## config.mk

```make
export PLATFORM = sky130hd
export DESIGN_NAME = mem_access_unit
export DESIGN_NICKNAME = d
export VERILOG_FILES = /design/src/rtl/mem_access_unit_pkg.sv /design/src/rtl/mem_access_unit_data_align.sv /design/src/rtl/mem_access_unit.sv
export SDC_FILE = /design/constraint.sdc
export NUM_CORES = 1
export LEC_CHECK = 0
export CORE_MARGIN = 4
export CORE_UTILIZATION = 40
export DETAILED_ROUTE_END_ITERATION = 7
export PLACE_DENSITY = 0.88
export SLEW_MARGIN = 20
export SYNTH_ARGS = -nofsm -noshare
export SYNTH_HDL_FRONTEND = slang
export SYNTH_HIERARCHICAL = 1
export SYNTH_SLANG_ARGS = --single-unit
```

## constraint.sdc

```tcl
create_clock -name i_clk -period 1.68 [get_ports i_clk]
set_clock_uncertainty 0.15 [all_clocks]
set_input_delay 0.336 -clock i_clk [delete_from_list [all_inputs] [get_ports i_clk]]
set_output_delay 0.336 -clock i_clk [all_outputs]
set_load 0.01 [all_outputs]
```

## src/rtl/mem_access_unit_pkg.sv

```systemverilog
// Shared definitions for the MEM-stage load/store unit: access size codes,
// FSM states and the access-legality rule.
package mem_access_unit_pkg;

  localparam logic [1:0] SZ_BYTE = 2'b00;
  localparam logic [1:0] SZ_HALF = 2'b01;
  localparam logic [1:0] SZ_WORD = 2'b11;

  typedef enum logic [1:0] {
    ST_IDLE = 2'd0,
    ST_REQ  = 2'd1,
    ST_DONE = 2'd2
  } state_e;

  // Misaligned halves/words, the unused size code, or a simultaneous read+write.
  function automatic logic access_illegal(input logic rd, input logic wr,
                                          input logic [1:0] size, input logic [1:0] a);
    return (rd & wr) | (size == 2'b10) | ((size == SZ_HALF) & a[0]) |
           ((size == SZ_WORD) & (a != 2'b00));
  endfunction

endpackage

```

## src/rtl/mem_access_unit_data_align.sv

```systemverilog
// Byte-lane steering: store byte-enable/data replication and load lane
// extraction with sign or zero extension. Purely combinational.
module mem_access_unit_data_align
  import mem_access_unit_pkg::*;
(
  input  logic [1:0]  st_size_i,
  input  logic [1:0]  st_addr_i,
  input  logic [31:0] st_data_i,
  output logic [3:0]  st_be_o,
  output logic [31:0] st_wdata_o,
  input  logic [1:0]  ld_size_i,
  input  logic [1:0]  ld_addr_i,
  input  logic        ld_unsigned_i,
  input  logic [31:0] ld_rdata_i,
  output logic [31:0] ld_data_o
);

  logic [7:0]  ld_byte;
  logic [15:0] ld_half;

  always_comb begin
    st_be_o    = 4'b0000;
    st_wdata_o = st_data_i;
    case (st_size_i)
      SZ_BYTE: begin
        st_be_o    = 4'b0001 << st_addr_i;
        st_wdata_o = {4{st_data_i[7:0]}};
      end
      SZ_HALF: begin
        st_be_o    = st_addr_i[1] ? 4'b1100 : 4'b0011;
        st_wdata_o = {2{st_data_i[15:0]}};
      end
      SZ_WORD: st_be_o = 4'b1111;
      default: st_be_o = 4'b0000;
    endcase
  end

  assign ld_byte = ld_rdata_i[{ld_addr_i, 3'b000} +: 8];
  assign ld_half = ld_rdata_i[{ld_addr_i[1], 4'b0000} +: 16];

  always_comb begin
    ld_data_o = ld_rdata_i;
    case (ld_size_i)
      SZ_BYTE: ld_data_o = {{24{~ld_unsigned_i & ld_byte[7]}}, ld_byte};
      SZ_HALF: ld_data_o = {{16{~ld_unsigned_i & ld_half[15]}}, ld_half};
      default: ld_data_o = ld_rdata_i;
    endcase
  end

endmodule

```

## src/rtl/mem_access_unit.sv

```systemverilog
// MEM-stage load/store engine: one req/ack transaction per instruction,
// lane steering, load extension, timeout, and pipeline stall generation.
module mem_access_unit
  import mem_access_unit_pkg::*;
#(
  parameter int N       = 32,
  parameter int TIMEOUT = 16
) (
  input  logic         i_clk,
  input  logic         i_reset,
  input  logic         i_valid,
  input  logic         i_mem_read,
  input  logic         i_mem_write,
  input  logic [1:0]   i_size,
  input  logic         i_unsigned,
  input  logic [N-1:0] i_alu_result,
  input  logic [N-1:0] i_write_data,
  output logic         o_stall,
  output logic [N-1:0] o_load_data,
  output logic         o_load_valid,
  output logic         o_mem_err,
  output logic         o_mem_req,
  output logic         o_mem_we,
  output logic [N-1:0] o_mem_addr,
  output logic [N-1:0] o_mem_wdata,
  output logic [3:0]   o_mem_be,
  input  logic         i_mem_ack,
  input  logic [N-1:0] i_mem_rdata
);

  localparam int CW = (TIMEOUT > 1) ? $clog2(TIMEOUT) : 1;

  state_e         state_q;
  logic [CW-1:0]  cnt_q;
  logic [1:0]     size_q, addr_lo_q;
  logic           uns_q, mem_req_q, mem_we_q, load_valid_q, mem_err_q;
  logic [N-1:0]   mem_addr_q, mem_wdata_q, load_data_q;
  logic [3:0]     mem_be_q;

  logic           start, illegal, timeout_hit;
  logic [3:0]     st_be;
  logic [N-1:0]   st_wdata, ld_data;

  assign start       = i_valid & (i_mem_read | i_mem_write);
  assign illegal     = access_illegal(i_mem_read, i_mem_write, i_size, i_alu_result[1:0]);
  // TIMEOUT of 0 disables the limit; the counter then just free-runs.
  assign timeout_hit = (TIMEOUT != 0) && (cnt_q == CW'(TIMEOUT - 1));
  assign o_stall     = ((state_q == ST_IDLE) & start & ~illegal) | (state_q == ST_REQ);

  mem_access_unit_data_align u_align (
    .st_size_i     (i_size),
    .st_addr_i     (i_alu_result[1:0]),
    .st_data_i     (i_write_data),
    .st_be_o       (st_be),
    .st_wdata_o    (st_wdata),
    .ld_size_i     (size_q),
    .ld_addr_i     (addr_lo_q),
    .ld_unsigned_i (uns_q),
    .ld_rdata_i    (i_mem_rdata),
    .ld_data_o     (ld_data)
  );

  always_ff @(posedge i_clk) begin
    if (i_reset) begin
      state_q      <= ST_IDLE;
      cnt_q        <= '0;
      size_q       <= 2'b00;
      addr_lo_q    <= 2'b00;
      uns_q        <= 1'b0;
      mem_req_q    <= 1'b0;
      mem_we_q     <= 1'b0;
      mem_addr_q   <= '0;
      mem_wdata_q  <= '0;
      mem_be_q     <= 4'b0000;
      load_data_q  <= '0;
      load_valid_q <= 1'b0;
      mem_err_q    <= 1'b0;
    end else begin
      load_valid_q <= 1'b0;
      mem_err_q    <= 1'b0;
      case (state_q)
        ST_IDLE: begin
          if (start && illegal) begin
            mem_err_q <= 1'b1;
          end else if (start) begin
            state_q     <= ST_REQ;
            cnt_q       <= '0;
            mem_req_q   <= 1'b1;
            mem_we_q    <= i_mem_write;
            mem_addr_q  <= {i_alu_result[N-1:2], 2'b00};
            addr_lo_q   <= i_alu_result[1:0];
            size_q      <= i_size;
            uns_q       <= i_unsigned;
            mem_be_q    <= st_be;
            mem_wdata_q <= st_wdata;
          end
        end
        ST_REQ: begin
          if (i_mem_ack) begin
            mem_req_q <= 1'b0;
            state_q   <= ST_DONE;
            if (!mem_we_q) begin
              load_data_q  <= ld_data;
              load_valid_q <= 1'b1;
            end
          end else if (timeout_hit) begin
            mem_req_q <= 1'b0;
            mem_err_q <= 1'b1;
            state_q   <= ST_DONE;
          end else begin
            cnt_q <= cnt_q + 1'b1;
          end
        end
        // The same instruction is still in the slot here, so it is not re-sampled.
        ST_DONE: state_q <= ST_IDLE;
        default: state_q <= ST_IDLE;
      endcase
    end
  end

  assign o_mem_req    = mem_req_q;
  assign o_mem_we     = mem_we_q;
  assign o_mem_addr   = mem_addr_q;
  assign o_mem_wdata  = mem_wdata_q;
  assign o_mem_be     = mem_be_q;
  assign o_load_data  = load_data_q;
  assign o_load_valid = load_valid_q;
  assign o_mem_err    = mem_err_q;

endmodule

```

==> results.md <==
- CP max stage delay: 460 ps
- First-pass iteration count of the detailed router: 5
- Crit Path Class: primary input to register
- Worst setup SP type: primary input
- Final Cycle Share: 116.5%
- Diode count: 0
- CP required: 1810 ps
- Cell area after synthesis: 5448 um2
- Outcome: finished, violations left
- R2r worst-path depth: 7
- Routed Antenna Nets: 0
- Core area: 13,300 um2
- Slowest CP cell: a2111o_2
- CTS root buf: clkbuf_16
- Final Slew Violations: 0
- Seq/Total Area, Yosys: 41.53%
- DRC violation total after the first TritonRoute iteration: 575
- Initial antenna violation count: 0
- Tmin final: 1956 ps
- Final WL: 22,300 um
- Hold Crit Start: i_mem_write
- Die ar.: 15,550 um2
- Area contributors post-synth: dfxtp_1 42%, a21oi_1 10%, o21ai_1 7.5%
- Multi-input gate area: 3373 um2
- Core Util, Final: 71.31%
- Normalized max-slew margin: 65.54%
- DR vias: 6,401
- Tot Pwr: 8.406 mW
- Final hold slack: 109.3 ps
- FMAX: 511.2 MHz
- Die Span Y: 124.7 um
- Pwr Density: 886.7 nW/um2
- P&R area growth vs syn: 74.02%
- Syn_area_per_cell: 8.011 um2
- Most used DFF post-synth: dfxtp_1
- Max-cap viol count: 0
- Final WS setup: -276.4 ps
- Gr usage total: 25.42%
- Yosys cell types: 47
- CP Capture Type: register
- Number of remaining DRC errors: 0
- Unrepaired setup endpoints after global routing: yes
- Die Wd: 124.7 um
- Seq. cell area: 2271 um2
- Worst EP arrival: 2080 ps
- I/O Buffers: 207
- Hold path depth: 3
- Worst VDD drop: 0.5927 mV
- Worst r2r dst: addr_lo_q[0]
- Max clock buf depth: 2
- Critical-path cell list: clkdlybuf4s15_2 > a22o_4 > a2111o_2 > buf_4 > bufbuf_16 > buf_16 > o21ai_1 > a21oi_1
- Mean routed wirelength per cell: 20.34 um
- Routability cong.: 0.8666
- Failing checks: setup timing
- First-pass GRT wire length: 31,790 um
- Half-perimeter wire length after detailed placement: 13,020 um
- # IOs: 210
- Reg2reg start: state_q[1]
- TritonCTS Buffers: 17
- Yosys top cell by area: dfxtp_1
- Tightest Hold Check Type: primary input to register
- Worst R2R Setup Slack: -260 ps
- Synthesized flop and latch total: 113
- LEAKAGE: 3.874 nW
- Vias in the first global route: 6,064
- Share of layout cells above drive strength 1: 29.24%
- FILL cells: 958
- Vias per Instance: 5.840
- Hold Buf Count CTS: 0
- Final hold violations: 0
- Clock sinks: 113
- Min-Delay Endpoint: o_mem_we
- Pin count of the biggest net entering global routing: 64
- Finished layout cell area: 9480 um2
- Layout Nets: 1,013
- Crit path buffers/inverters: 4
- Clk slew on worst S/H paths: 50 ps
- Worst Path Max Fanout: 8
- Total gr overflow: 0
- CTS HTree Levels: 4
- Gate Count Post-Synth: 680
- Initial Util: 40.97%
- Slew @ Worst Pin: 516.9 ps
- Share of the synthesized area in the top cell type: 41.53%
- DP Area: 7871 um2
- Post-synth EDFFs: 0
- Count leader, synth: dfxtp_1
- Clock Latency Late Sink: 420 ps
- Top cells by count, synth: 113 x dfxtp_1, 110 x a21oi_1, 101 x nand2_1, 82 x o21ai_1, 75 x nand3_1
- Final setup vio count: 110
- Crit-path leading delay family: compound AO/OA/AOI/OAI gates
- Ys Warns: 6
- # rows: 42
- CTS tree: built
- Synth async-reset ratio: 0%
-- repair_timing --
action	4_1_cts	5_1_grt
resized for setup	176	122
endpoints found under the hold margin	0	0
buffers inserted	6	2
pin swaps	6	30
endpoints found under the setup margin	213	111
gates cloned	9	5
-- state kept, by name, indices dropped and copies added (netlist names) --
| register | count |
|---|---|
| o_load_data | 32 |
| o_mem_wdata | 32 |
| o_mem_addr | 30 |
| cnt_q | 4 |
| o_mem_be | 4 |
| addr_lo_q | 2 |
| size_q | 2 |
| state_q | 2 |
| o_load_valid | 1 |
| o_mem_err | 1 |
| o_mem_req | 1 |
| o_mem_we | 1 |
| uns_q | 1 |
-- layout by cell type, fill, tap and decap left out, drive strengths merged, types with 2 or more instances in the layout --
cell / synthesis / routed
dfxtp: 113 / 113
a21oi: 111 / 111
dlygate4sd2: 0 / 105
nand2: 101 / 101
o21ai: 97 / 97
clkdlybuf4s50: 0 / 95
nand3: 75 / 75
buf: 39 / 71
clkbuf: 36 / 23
mux2: 19 / 19
mux2i: 15 / 15
nor2: 11 / 11
a221o: 10 / 10
a22o: 9 / 9
o221a: 6 / 6
bufinv: 0 / 5
inv: 4 / 5
bufbuf: 0 / 4
nor3b: 4 / 4
clkinv: 0 / 4
nand2b: 3 / 3
nor3: 3 / 3
clkinvlp: 0 / 3
nor2b: 3 / 3
clkdlybuf4s15: 0 / 3
conb: 1 / 2
nor4b: 2 / 2
-- how the worst max path moves through the flow --
| stage | start | to | slack [ps] | depth (start not counted) |
|---|---|---|---|---|
| floorplan | i_size[0] | o_mem_wdata[10] | -60 | 5 |
| global placement | i_size[0] | o_stall | -1030 | 6 |
| detailed placement | i_size[0] | o_stall | -1050 | 6 |
| CTS | state_q[1] | o_stall | -230 | 4 |
| global route | state_q[1] | addr_lo_q[0] | -290 | 7 |
| finish | i_alu_result[0] | addr_lo_q[0] | -280 | 8 |
-- worst register-to-register path, cell delays in order (launching register included) --
cell	delay (ps)
dfxtp_2	320
nand2b_4	140
a2111o_2	370
buf_4	160
bufbuf_16	280
buf_16	150
o21ai_1	150
a21oi_1	100
-- kinds of logic (layout without fill, tap and decap cells) --
family          Yosys count  in the layout  synth area share (%)
buf+inv                  79            318                 7.740
fa+ha+maj                 1              1                0.2296
flops                   113            113                 41.53
simple gates            207            207                 17.39
other cells               1              2               0.06884
compound gates          244            244                 25.72
mux                      35             35                 7.327
-- power by group --
part	internal, mW	switching [mW]	leakage, nW
clock	2.67	1.35	0.310
combinational	0.782	0.762	2.65
sequential	2.78	0.0665	0.919
-- area by class of cell --
type                            count  share of cell area (%)
Timing Repair Buffer              282                   31.11
Inverter                            4                  0.1584
Clock inverter                     13                   2.204
Multi-Input combinational cell    489                   35.58
Tap cell                          176                   2.323
Sequential cell                   113                   23.95
Clock buffer                       19                   4.672
-- metrics by stage --
stage / instances / setup TNS, ps / setup slack, ps
3_5_place_dp: 1043 / -81640 / -1048
6_report: 1096 / -15050 / -276.4
4_1_cts: 1090 / -10610 / -231.6
5_1_grt: 1096 / -19500 / -294.6
2_1_floorplan: 681 / -3735 / -57.08
3_3_place_gp: 1043 / -78800 / -1035
-- metal layers --
layer / global-route usage [%] / part of all wire, % / vias to the layer above
met2: 41.60 / 49 / 395
met4: 12.44 / 4.1 / 0
met5: 0 / 0 / -
met1: 29.46 / 37 / 3018
met3: 9.048 / 10 / 78
li1: - / - / 2910
(Power assumes the default switching activity.)
